**src/rtl/comperator_axi_ip_v1_0_block_matcher_pkg.sv**
```systemverilog
// rtl/comperator_axi_ip_v1_0_block_matcher_pkg.sv - shared types and widths for the block matcher
//
// Purpose: pixel/channel widths, matcher FSM state encoding and the
// width derivations used by the block matcher and its pixel cost helper.
// Ports: none (package).

package comperator_axi_ip_v1_0_block_matcher_pkg;

  localparam int DATA_WIDTH    = 24;
  localparam int CHANNEL_WIDTH = 8;
  localparam int COST_WIDTH    = 10;  // 3 * 255 = 765 fits in 10 bits

  typedef enum logic [2:0] {
    ST_IDLE,
    ST_FETCH_BOTH,
    ST_WAIT_BOTH,
    ST_FETCH_RIGHT,
    ST_WAIT_RIGHT,
    ST_ACCUM,
    ST_COMPARE,
    ST_RESULT
  } state_e;

  // Accumulated SAD over block_size pixels of at most 765 each.
  function automatic int sad_width(input int block_size);
    return COST_WIDTH + $clog2(block_size);
  endfunction

  // Candidate index width.
  function automatic int disp_width(input int max_disp);
    return $clog2(max_disp);
  endfunction

  // Counter width that never collapses to zero bits.
  function automatic int cnt_width(input int n);
    return (n > 1) ? $clog2(n) : 1;
  endfunction

endpackage

```
**src/rtl/comperator_axi_ip_v1_0_pixel_absdiff.sv**
```systemverilog
// rtl/comperator_axi_ip_v1_0_pixel_absdiff.sv - combinational RGB absolute-difference cost
//
// Purpose: cost = |dR| + |dG| + |dB| between two unsigned 24-bit RGB pixels.
// Ports:
//   i_pix_a  in  24  pixel A, R=[23:16] G=[15:8] B=[7:0]
//   i_pix_b  in  24  pixel B, same layout
//   o_cost   out 10  summed channel absolute differences (max 765)

module comperator_axi_ip_v1_0_pixel_absdiff
  import comperator_axi_ip_v1_0_block_matcher_pkg::*;
(
  input  logic [DATA_WIDTH-1:0] i_pix_a,
  input  logic [DATA_WIDTH-1:0] i_pix_b,
  output logic [COST_WIDTH-1:0] o_cost
);

  function automatic logic [CHANNEL_WIDTH-1:0] ch_absdiff(
    input logic [CHANNEL_WIDTH-1:0] a,
    input logic [CHANNEL_WIDTH-1:0] b
  );
    return (a >= b) ? (a - b) : (b - a);
  endfunction

  logic [CHANNEL_WIDTH-1:0] w_d_r;
  logic [CHANNEL_WIDTH-1:0] w_d_g;
  logic [CHANNEL_WIDTH-1:0] w_d_b;

  assign w_d_r = ch_absdiff(i_pix_a[23:16], i_pix_b[23:16]);
  assign w_d_g = ch_absdiff(i_pix_a[15:8],  i_pix_b[15:8]);
  assign w_d_b = ch_absdiff(i_pix_a[7:0],   i_pix_b[7:0]);

  assign o_cost = COST_WIDTH'(w_d_r) + COST_WIDTH'(w_d_g) + COST_WIDTH'(w_d_b);

endmodule

```
**src/rtl/comperator_axi_ip_v1_0_block_matcher.sv**
```systemverilog
// rtl/comperator_axi_ip_v1_0_block_matcher.sv - SAD block matcher over MAX_DISPARITY right candidates
//
// Purpose: fetch one left reference block, then MAX_DISPARITY right candidate
// blocks; report the candidate index with the smallest SAD (lowest index wins
// ties) on a valid/ready result port.
// Ports:
//   aclk, aresetn          clock, async active-low reset
//   start                  one-cycle match request, ignored while busy
//   busy                   match in progress until the result is accepted
//   left_go/right_go       one-cycle fetch pulses to the readers
//   left_done/right_done   reader done levels
//   left_block/right_block reader blocks, pixel i at [BLOCK_WIDTH-1-24*i -: 24]
//   result_valid/ready     result handshake
//   result_disparity       winning candidate index
//   result_sad             winning SAD

module comperator_axi_ip_v1_0_block_matcher
  import comperator_axi_ip_v1_0_block_matcher_pkg::*;
#(
  parameter int  BLOCK_SIZE    = 8,
  parameter int  MAX_DISPARITY = 16,
  localparam int BLOCK_WIDTH   = BLOCK_SIZE * DATA_WIDTH,
  localparam int DISP_W        = disp_width(MAX_DISPARITY),
  localparam int SAD_W         = sad_width(BLOCK_SIZE)
) (
  input  logic                   aclk,
  input  logic                   aresetn,
  input  logic                   start,
  output logic                   busy,
  output logic                   left_go,
  input  logic                   left_done,
  input  logic [BLOCK_WIDTH-1:0] left_block,
  output logic                   right_go,
  input  logic                   right_done,
  input  logic [BLOCK_WIDTH-1:0] right_block,
  output logic                   result_valid,
  input  logic                   result_ready,
  output logic [DISP_W-1:0]      result_disparity,
  output logic [SAD_W-1:0]       result_sad
);

  localparam int PIX_W = cnt_width(BLOCK_SIZE);

  state_e r_state;
  state_e w_state_nxt;

  // Blocks start for one cycle after reset release so a start coincident
  // with release is not taken.
  logic                   r_armed;
  logic                   r_busy;
  logic                   r_left_go;
  logic                   r_right_go;
  logic                   r_result_valid;
  logic [DISP_W-1:0]      r_res_disp;
  logic [SAD_W-1:0]       r_res_sad;

  logic [DISP_W-1:0]      r_cand;
  logic [DISP_W-1:0]      r_best_disp;
  logic [SAD_W-1:0]       r_best_sad;
  logic [SAD_W-1:0]       r_sad;
  logic [PIX_W-1:0]       r_pix_cnt;
  logic [BLOCK_WIDTH-1:0] r_ref;
  logic [BLOCK_WIDTH-1:0] r_cand_blk;

  // Done levels are still high from the previous fetch when go is issued,
  // so the first WAIT cycle ignores done and the sticky flags start clear.
  logic                   r_left_seen;
  logic                   r_right_seen;
  logic                   r_wait_first;

  logic                   w_start_ok;
  logic                   w_left_ok;
  logic                   w_right_ok;
  logic                   w_both_ready;
  logic                   w_right_ready;
  logic                   w_last_pix;
  logic                   w_last_cand;
  logic                   w_better;
  logic [DATA_WIDTH-1:0]  w_ref_pix;
  logic [DATA_WIDTH-1:0]  w_cand_pix;
  logic [COST_WIDTH-1:0]  w_cost;

  assign w_start_ok    = start && r_armed;
  assign w_left_ok     = r_left_seen || left_done;
  assign w_right_ok    = r_right_seen || right_done;
  assign w_both_ready  = (r_state == ST_WAIT_BOTH) && !r_wait_first && w_left_ok && w_right_ok;
  assign w_right_ready = (r_state == ST_WAIT_RIGHT) && !r_wait_first && w_right_ok;
  assign w_last_pix    = (r_pix_cnt == PIX_W'(BLOCK_SIZE - 1));
  assign w_last_cand   = (r_cand == DISP_W'(MAX_DISPARITY - 1));
  assign w_better      = (r_sad < r_best_sad);

  // Pixel select in arrival order: pixel 0 is the most significant slot.
  always_comb begin
    w_ref_pix  = '0;
    w_cand_pix = '0;
    for (int i = 0; i < BLOCK_SIZE; i++) begin
      if (r_pix_cnt == PIX_W'(i)) begin
        w_ref_pix  = r_ref[BLOCK_WIDTH-1-DATA_WIDTH*i -: DATA_WIDTH];
        w_cand_pix = r_cand_blk[BLOCK_WIDTH-1-DATA_WIDTH*i -: DATA_WIDTH];
      end
    end
  end

  comperator_axi_ip_v1_0_pixel_absdiff u_absdiff (
    .i_pix_a (w_ref_pix),
    .i_pix_b (w_cand_pix),
    .o_cost  (w_cost)
  );

  always_ff @(posedge aclk or negedge aresetn) begin
    if (!aresetn) begin
      r_state <= ST_IDLE;
    end else begin
      r_state <= w_state_nxt;
    end
  end

  always_comb begin
    w_state_nxt = r_state;
    case (r_state)
      ST_IDLE:        if (w_start_ok) w_state_nxt = ST_FETCH_BOTH;
      ST_FETCH_BOTH:  w_state_nxt = ST_WAIT_BOTH;
      ST_WAIT_BOTH:   if (w_both_ready) w_state_nxt = ST_ACCUM;
      ST_FETCH_RIGHT: w_state_nxt = ST_WAIT_RIGHT;
      ST_WAIT_RIGHT:  if (w_right_ready) w_state_nxt = ST_ACCUM;
      ST_ACCUM:       if (w_last_pix) w_state_nxt = ST_COMPARE;
      ST_COMPARE:     w_state_nxt = w_last_cand ? ST_RESULT : ST_FETCH_RIGHT;
      ST_RESULT:      if (r_result_valid && result_ready) w_state_nxt = ST_IDLE;
      default:        w_state_nxt = ST_IDLE;
    endcase
  end

  always_ff @(posedge aclk or negedge aresetn) begin
    if (!aresetn) begin
      r_armed        <= 1'b0;
      r_busy         <= 1'b0;
      r_left_go      <= 1'b0;
      r_right_go     <= 1'b0;
      r_result_valid <= 1'b0;
      r_res_disp     <= '0;
      r_res_sad      <= '0;
      r_cand         <= '0;
      r_best_disp    <= '0;
      r_best_sad     <= '0;
      r_sad          <= '0;
      r_pix_cnt      <= '0;
      r_ref          <= '0;
      r_cand_blk     <= '0;
      r_left_seen    <= 1'b0;
      r_right_seen   <= 1'b0;
      r_wait_first   <= 1'b0;
    end else begin
      r_armed <= 1'b1;

      // Outputs are decoded from the next state so they line up with the
      // state they belong to while still coming straight from flops.
      r_busy         <= (w_state_nxt != ST_IDLE);
      r_left_go      <= (w_state_nxt == ST_FETCH_BOTH);
      r_right_go     <= (w_state_nxt == ST_FETCH_BOTH) || (w_state_nxt == ST_FETCH_RIGHT);
      r_result_valid <= (w_state_nxt == ST_RESULT);

      case (r_state)
        ST_IDLE: begin
          if (w_start_ok) begin
            r_cand      <= '0;
            r_best_disp <= '0;
            r_best_sad  <= '1;
          end
        end

        ST_FETCH_BOTH, ST_FETCH_RIGHT: begin
          r_left_seen  <= 1'b0;
          r_right_seen <= 1'b0;
          r_wait_first <= 1'b1;
        end

        ST_WAIT_BOTH, ST_WAIT_RIGHT: begin
          if (r_wait_first) begin
            r_wait_first <= 1'b0;
          end else begin
            r_left_seen  <= w_left_ok;
            r_right_seen <= w_right_ok;
          end
          if (w_both_ready) begin
            r_ref      <= left_block;
            r_cand_blk <= right_block;
          end
          if (w_right_ready) begin
            r_cand_blk <= right_block;
          end
          if (w_both_ready || w_right_ready) begin
            r_sad     <= '0;
            r_pix_cnt <= '0;
          end
        end

        ST_ACCUM: begin
          r_sad     <= r_sad + SAD_W'(w_cost);
          r_pix_cnt <= w_last_pix ? '0 : r_pix_cnt + 1'b1;
        end

        ST_COMPARE: begin
          if (w_better) begin
            r_best_sad  <= r_sad;
            r_best_disp <= r_cand;
          end
          if (w_last_cand) begin
            r_res_sad  <= w_better ? r_sad : r_best_sad;
            r_res_disp <= w_better ? r_cand : r_best_disp;
          end else begin
            r_cand <= r_cand + 1'b1;
          end
        end

        default: ;
      endcase
    end
  end

  assign busy             = r_busy;
  assign left_go          = r_left_go;
  assign right_go         = r_right_go;
  assign result_valid     = r_result_valid;
  assign result_disparity = r_res_disp;
  assign result_sad       = r_res_sad;

endmodule

```
**config.mk**
```make
export PLATFORM = sky130hd
export DESIGN_NAME = comperator_axi_ip_v1_0_block_matcher
export DESIGN_NICKNAME = d
export VERILOG_FILES = /design/src/rtl/comperator_axi_ip_v1_0_block_matcher_pkg.sv /design/src/rtl/comperator_axi_ip_v1_0_pixel_absdiff.sv /design/src/rtl/comperator_axi_ip_v1_0_block_matcher.sv
export SDC_FILE = /design/constraint.sdc
export NUM_CORES = 1
export LEC_CHECK = 0
export BUFFER_PORTS_ARGS = -buffer_cell sky130_fd_sc_hd__buf_2
export CAP_MARGIN = 20
export CORE_MARGIN = 2
export CORE_UTILIZATION = 35
export CTS_CLUSTER_DIAMETER = 80
export CTS_CLUSTER_SIZE = 16
export DETAILED_ROUTE_END_ITERATION = 16
export HOLD_SLACK_MARGIN = 0.08
export PLACE_DENSITY = 0.59
export SYNTH_ARGS = -nofsm -noshare
export SYNTH_HDL_FRONTEND = slang
export SYNTH_SLANG_ARGS = --single-unit
export TNS_END_PERCENT = 5
```
**constraint.sdc**
```tcl
create_clock -name aclk -period 10.95 [get_ports aclk]
set_clock_uncertainty 0.1 [all_clocks]
set_input_delay 2.19 -clock aclk [delete_from_list [all_inputs] [get_ports aclk]]
set_output_delay 2.19 -clock aclk [all_outputs]
set_load 0.01 [all_outputs]
```
## Word level (Yosys, flattened, before mapping)

Cells that the tools add are included.

| word-level totals | value |
|---|---|
| flip-flop bits (word level) | 449 |
| input port bits | 390 |
| output and inout port bits | 21 |
| logic and storage cells | 129 |

| cells by class | value |
|---|---|
| add/subtract/negate cells | 11 |
| magnitude comparators | 4 |
| equality and inequality tests | 22 |
| multiplexer cells | 46 |
| reductions and logical operators | 28 |

Operator list:

| operator | count |
|---|---|
| 2-to-1 mux 192 bit | 2 |
| 2-to-1 mux 24 bit | 16 |
| one-hot mux 13 bit (2 select lines) | 2 |
| subtractor 8 bit | 6 |
| 2-to-1 mux 13 bit | 3 |
| equality test 3 bit, second input constant | 9 |
| greater-or-equal comparator 8 bit | 3 |
| 2-to-1 mux 3 bit | 8 |
| 2-to-1 mux 8 bit | 3 |
| one-hot mux 3 bit (8 select lines) | 1 |
| one-hot mux 4 bit (2 select lines) | 2 |
| equality test 3 x 2 -> 1 bit, second input constant | 5 |
| adder 13 x 10 -> 13 bit | 1 |
| less-than comparator 13 bit | 1 |
| 2-to-1 mux 4 bit | 3 |
| AND reduction 2 bit | 6 |
| adder 10 x 8 -> 10 bit | 1 |
| adder 8 x 8 -> 9 bit | 1 |
| equality test 3 x 1 -> 1 bit, second input constant | 3 |
| inequality test 2 bit, second input constant | 4 |
| nonzero test 2 bit | 4 |
| logical AND 1 bit | 7 |
| zero test 3 bit | 2 |
| one-hot mux 1 bit (2 select lines) | 3 |
| 10 further kinds | 15 |

## Longest topological paths before layout

| logic depth | value |
|---|---|
| word-level depth | 15 |
| gate-level depth with buffers | 37 |
| mapped depth without buffers | 35 |

## By module

Synthesis repeated with hierarchy kept, for this count alone.

| second synthesis, totals | value |
|---|---|
| cell total of the unflattened synthesis | 2,297 |
| area total of the unflattened synthesis | 24,357.1 um2 |

Modules (own cells, without submodules):

| module | instances | cells each | area an instance (um2) |
|---|---|---|---|
| comperator_axi_ip_v1_0_block_matcher | 1 | 1,917 | 21,574.4 |
| comperator_axi_ip_v1_0_pixel_absdiff | 1 | 380 | 2,782.7 |

## Worst setup path after synthesis

OpenSTA, ideal clock, no wires.

| timing path | value |
|---|---|
| kind | flip-flop to flip-flop |
| start point | reg r_pix_cnt[1] |
| end point | reg r_sad[12] |
| library setup time | 0.079 ns |
| arrival | 6.634 ns |
| required time | 10.771 ns |
| path slack | 4.136 ns |
| stages on the path, launching flop included | 36 |
| path buffers | 3 |
| period minus slack after synthesis | 6.814 ns |
| cells stage by stage | dfrtp_1 -> inv_1 -> ha_1 -> buf_2 -> clkbuf_1 -> clkbuf_1 -> nor2_1 -> a21oi_1 -> o21ai_0 -> mux2i_1 -> o21ai_0 -> a21oi_1 -> inv_1 -> ha_1 -> fa_1 -> o21ai_0 -> o211ai_1 -> a21oi_2 -> mux2i_1 -> inv_1 -> fa_1 -> inv_1 -> ha_1 -> a21o_1 -> a21oi_1 -> nor2b_1 -> o21a_1 -> o21ai_0 -> a21oi_1 -> xor2_1 -> ha_1 -> a2111o_1 -> a21oi_1 -> o31ai_1 -> nand4_1 -> mux2i_1 |

| between the ends | value |
|---|---|
| cells in the longest elaborated chain, start to end | 15 |

Ends and longest elaborated chain:

| element | line | RTL |
|---|---|---|
| from (decl) | comperator_axi_ip_v1_0_block_matcher.sv:61 | `logic [PIX_W-1:0] r_pix_cnt;` |
| from (signal assigned) | comperator_axi_ip_v1_0_block_matcher.sv:199 | `r_pix_cnt <= w_last_pix ? '0 : r_pix_cnt + 1'b1;` |
| zero test 3 bit | comperator_axi_ip_v1_0_block_matcher.sv:97 | `if (r_pix_cnt == PIX_W'(i)) begin` |
| 2-to-1 mux 24 bit (8 in a row) | comperator_axi_ip_v1_0_block_matcher.sv:97 |  |
| subtractor 8 bit / greater-or-equal comparator 8 bit (equally long branches) | comperator_axi_ip_v1_0_pixel_absdiff.sv:21 | `return (a >= b) ? (a - b) : (b - a);` |
| 2-to-1 mux 8 bit | comperator_axi_ip_v1_0_pixel_absdiff.sv:21 |  |
| adder 8 x 8 -> 9 bit | comperator_axi_ip_v1_0_pixel_absdiff.sv:32 | `assign o_cost = COST_WIDTH'(w_d_r) + COST_WIDTH'(w_d_g) + COST_WIDTH'(w_d_b);` |
| adder 10 x 8 -> 10 bit (*) | comperator_axi_ip_v1_0_pixel_absdiff.sv:32 |  |
| adder 13 x 10 -> 13 bit (*) | comperator_axi_ip_v1_0_block_matcher.sv:198 | `r_sad <= r_sad + SAD_W'(w_cost);` |
| one-hot mux 13 bit (2 select lines) (*) | comperator_axi_ip_v1_0_block_matcher.sv:162 | `case (r_state)` |
| to (signal assigned) | comperator_axi_ip_v1_0_block_matcher.sv:198 |  |
| to (decl) | comperator_axi_ip_v1_0_block_matcher.sv:60 | `logic [SAD_W-1:0] r_sad;` |

Every way passes the cells marked *; elsewhere a longest branch is shown, timed or not.
A chain may end at the register's enable or synchronous reset.

## Final worst setup path

| timing path | value |
|---|---|
| start point | reg r_pix_cnt[0] |
| end point | reg r_sad[11] |

The elaborated chain is that of the path after synthesis.

==> impl_metrics.json <==
{
  "postSynthCellCount": 2168,
  "fin_setup_tns_ns": 0,
  "holdPathStages": 2,
  "clk-insertion-delay-late_ns": 0.59,
  "grtUsageTotal": 0.2157,
  "critPathMaxStageDelay_ns": 0.77,
  "cts_resized": 0,
  "worstReg2RegStart": "r_pix_cnt[0]",
  "final_cell_mix": "449 x dfrtp_1, 409 x buf_2, 395 x mux2_2, 184 x a21oi_1, 170 x nand2_1",
  "max_slew_margin": 0.2419,
  "cts_tree": "yes",
  "whs_endpoint": "result_sad[7]",
  "clock_sinks": 449,
  "grt-busiest-layer": "met2",
  "finalCritPeriodShare": 0.8001,
  "met2_usage": 0.3486,
  "drive_gt1_frac": 0.3614,
  "dr.first_iter.drc_count": 1319,
  "dpl-instance-area_um2": 26480,
  "final_common_cell": "dfrtp_1",
  "cts_setup_buffers": 0,
  "hold_buffers": 0,
  "cp.required_ns": 11.34,
  "cp_max_fo": 51,
  "area_growth_pct": 16.94,
  "finalSetupViolCount": 0,
  "r2r_cells": 32,
  "synthDistinctLibCells": 66,
  "start_kind": "flop",
  "place.port_buffers": 410,
  "firstDrtPassIters": 5,
  "clk_pin_slew_ns": 0.07,
  "met3_usage": 0.04978,
  "final_area_um2": 27730,
  "finalHoldViolations": 0,
  "async_flop_share": 1.000,
  "die-area_um2": 69840,
  "avgSynthCellArea_um2": 10.94,
  "grt_pass1_wl_um": 114100,
  "num_vias": 18130,
  "fin_nets": 2993,
  "clock.fmax_ghz": 0.1141,
  "rsz0062_at_grt": "false",
  "synth-seq-cells": 449,
  "synth_top_area_cell": "dfrtp_1",
  "r2r_end": "r_sad[11]",
  "fillCellCount": 6485,
  "synthTopCellsByArea": "dfrtp_1 47%, mux2_2 19%, ha_1 4.8%",
  "min_path_type": "reg -> reg",
  "root_buffer": "clkbuf_16",
  "cap_violations": 0,
  "dpl.hpwl_um": 57720,
  "cts-htree-levels": 2,
  "drc_errors": 0,
  "syn_nets": 2658,
  "rrSetupSlack_ns": 2.19,
  "initial_core_util": 0.3531,
  "synth_top_area_frac": 0.4739,
  "dieWidth_um": 264.3,
  "synth-edff-count": 0,
  "core_area_um2": 67160,
  "finalMaxSlewViolations": 0,
  "routed_wl_um": 76150,
  "arrival_ns": 9.15,
  "antenna_left": 0,
  "pin_count": 411,
  "grt_util_met1": 0.2819,
  "synth-main-ff-cell": "dfrtp_1",
  "cp-end-kind": "flop",
  "hp-start": "result_sad[7]",
  "seq_area_frac_synth": 0.4739,
  "critPathKind": "reg -> reg",
  "gp_congestion": 0.8814,
  "grt_antenna_before_repair": 36,
  "avgRoutedWirePerCell_um": 22.31,
  "viasPerCell": 5.313,
  "die_y_um": 264.3,
  "gr-total-overflow": 0,
  "grt_max_degree": 133,
  "yosysWarnings": 0,
  "status": "finished clean",
  "grt_pass1_vias": 18560,
  "syn_area_um2": 23710,
  "cpMaxStageDelayCell": "and2_2",
  "tightest_slew_ns": 1.125,
  "cts_buffer_depth": 3,
  "cts_buffers": 38,
  "row_count": 95,
  "period_minus_slack_ns": 8.761
}
through the flow:
stage               worst slack (ns)  hold slack, ns    util  instances
floorplan                      4.136          0.3752       -       2168
global placement               2.470          0.3585  0.3943       3335
detailed placement             2.327          0.3730  0.3943       3335
CTS                            2.257          0.3887  0.4115       3387
global route                   1.494          0.4142  0.4128       3411
finish                         2.189          0.3810  0.4129       3413
cell usage after synthesis (5+ instances only):
library cell and instances:
a21o_1 25, a21oi_1 184, a221oi_1 7, a22oi_1 68, a31oi_1 11, and3_1 6, buf_1 5, buf_2 37
buf_4 15, clkbuf_1 77, dfrtp_1 449, fa_1 9, ha_1 91, inv_1 78, mux2_2 395, mux2i_1 73
nand2_1 170, nand2b_1 6, nand3_1 11, nand3b_1 21, nor2_1 117, nor2b_1 10, nor3_1 7, o21ai_0 158
o21ai_1 9, o22ai_1 26, or3_1 5, xnor2_1 23, xor2_1 14
flip-flops by register name (all words and copies together), names as in the netlist, 4 cells and up:
register and cells:
r_cand_blk 192, r_ref 192, r_best_sad 13, r_sad 13, result_sad 13, r_best_disp 4, r_cand 4, result_disparity 4
per-layer routing:
metal / up-vias / share of wire
met5: - / 0.0019
met4: 24 / 0.030
met3: 125 / 0.068
met2: 586 / 0.47
met1: 9000 / 0.42
li1: 8397 / -
cell families after synthesis:
family | after synthesis | synth area share
buf+inv | 216 | 0.03905
mux | 470 | 0.2197
fa+ha+maj | 100 | 0.05562
simple gates | 374 | 0.06976
compound gates | 521 | 0.1282
other cells | 1 | 0.0001582
flops | 449 | 0.4739
xor+xnor | 37 | 0.01367
worst max-delay path, delay by kind of cell (launching register included):
kind                     cells  cell delay [ns]
multiplexers                 3             0.79
AO/OA/AOI/OAI               11             2.13
adder cells (fa/ha/maj)      6             2.17
AND/OR/NAND/NOR              7             2.07
XOR/XNOR                     1             0.09
buffers and inverters        4             0.87
flip-flops                   1             0.43
worst max path at each step:
stage,startpoint,to,slack (ns)
after CTS,r_pix_cnt[0],r_sad[12],2.26
final,r_pix_cnt[0],r_sad[11],2.19
after global routing,r_pix_cnt[0],r_sad[11],1.49
after floorplan,r_pix_cnt[1],r_sad[12],4.14
after global placement,r_pix_cnt[0],r_sad[12],2.47
after detailed placement,r_pix_cnt[0],r_sad[12],2.33
area by class of cell:
class,instances,area (µm²),share of cell area
multi-input combinational,1503,11620,0.4192
antenna,25,62.56,0.002256
tap,873,1092,0.03939
clock inverter,13,182.7,0.006588
inverter,79,296.5,0.01069
clock buffer,39,975.9,0.03520
timing repair buffer,432,2260,0.08149
sequential,449,11240,0.4052
Power is left out: the tool's default activity adds up to more than one toggle a clock period on the data nets, which glitch-free logic cannot reach.
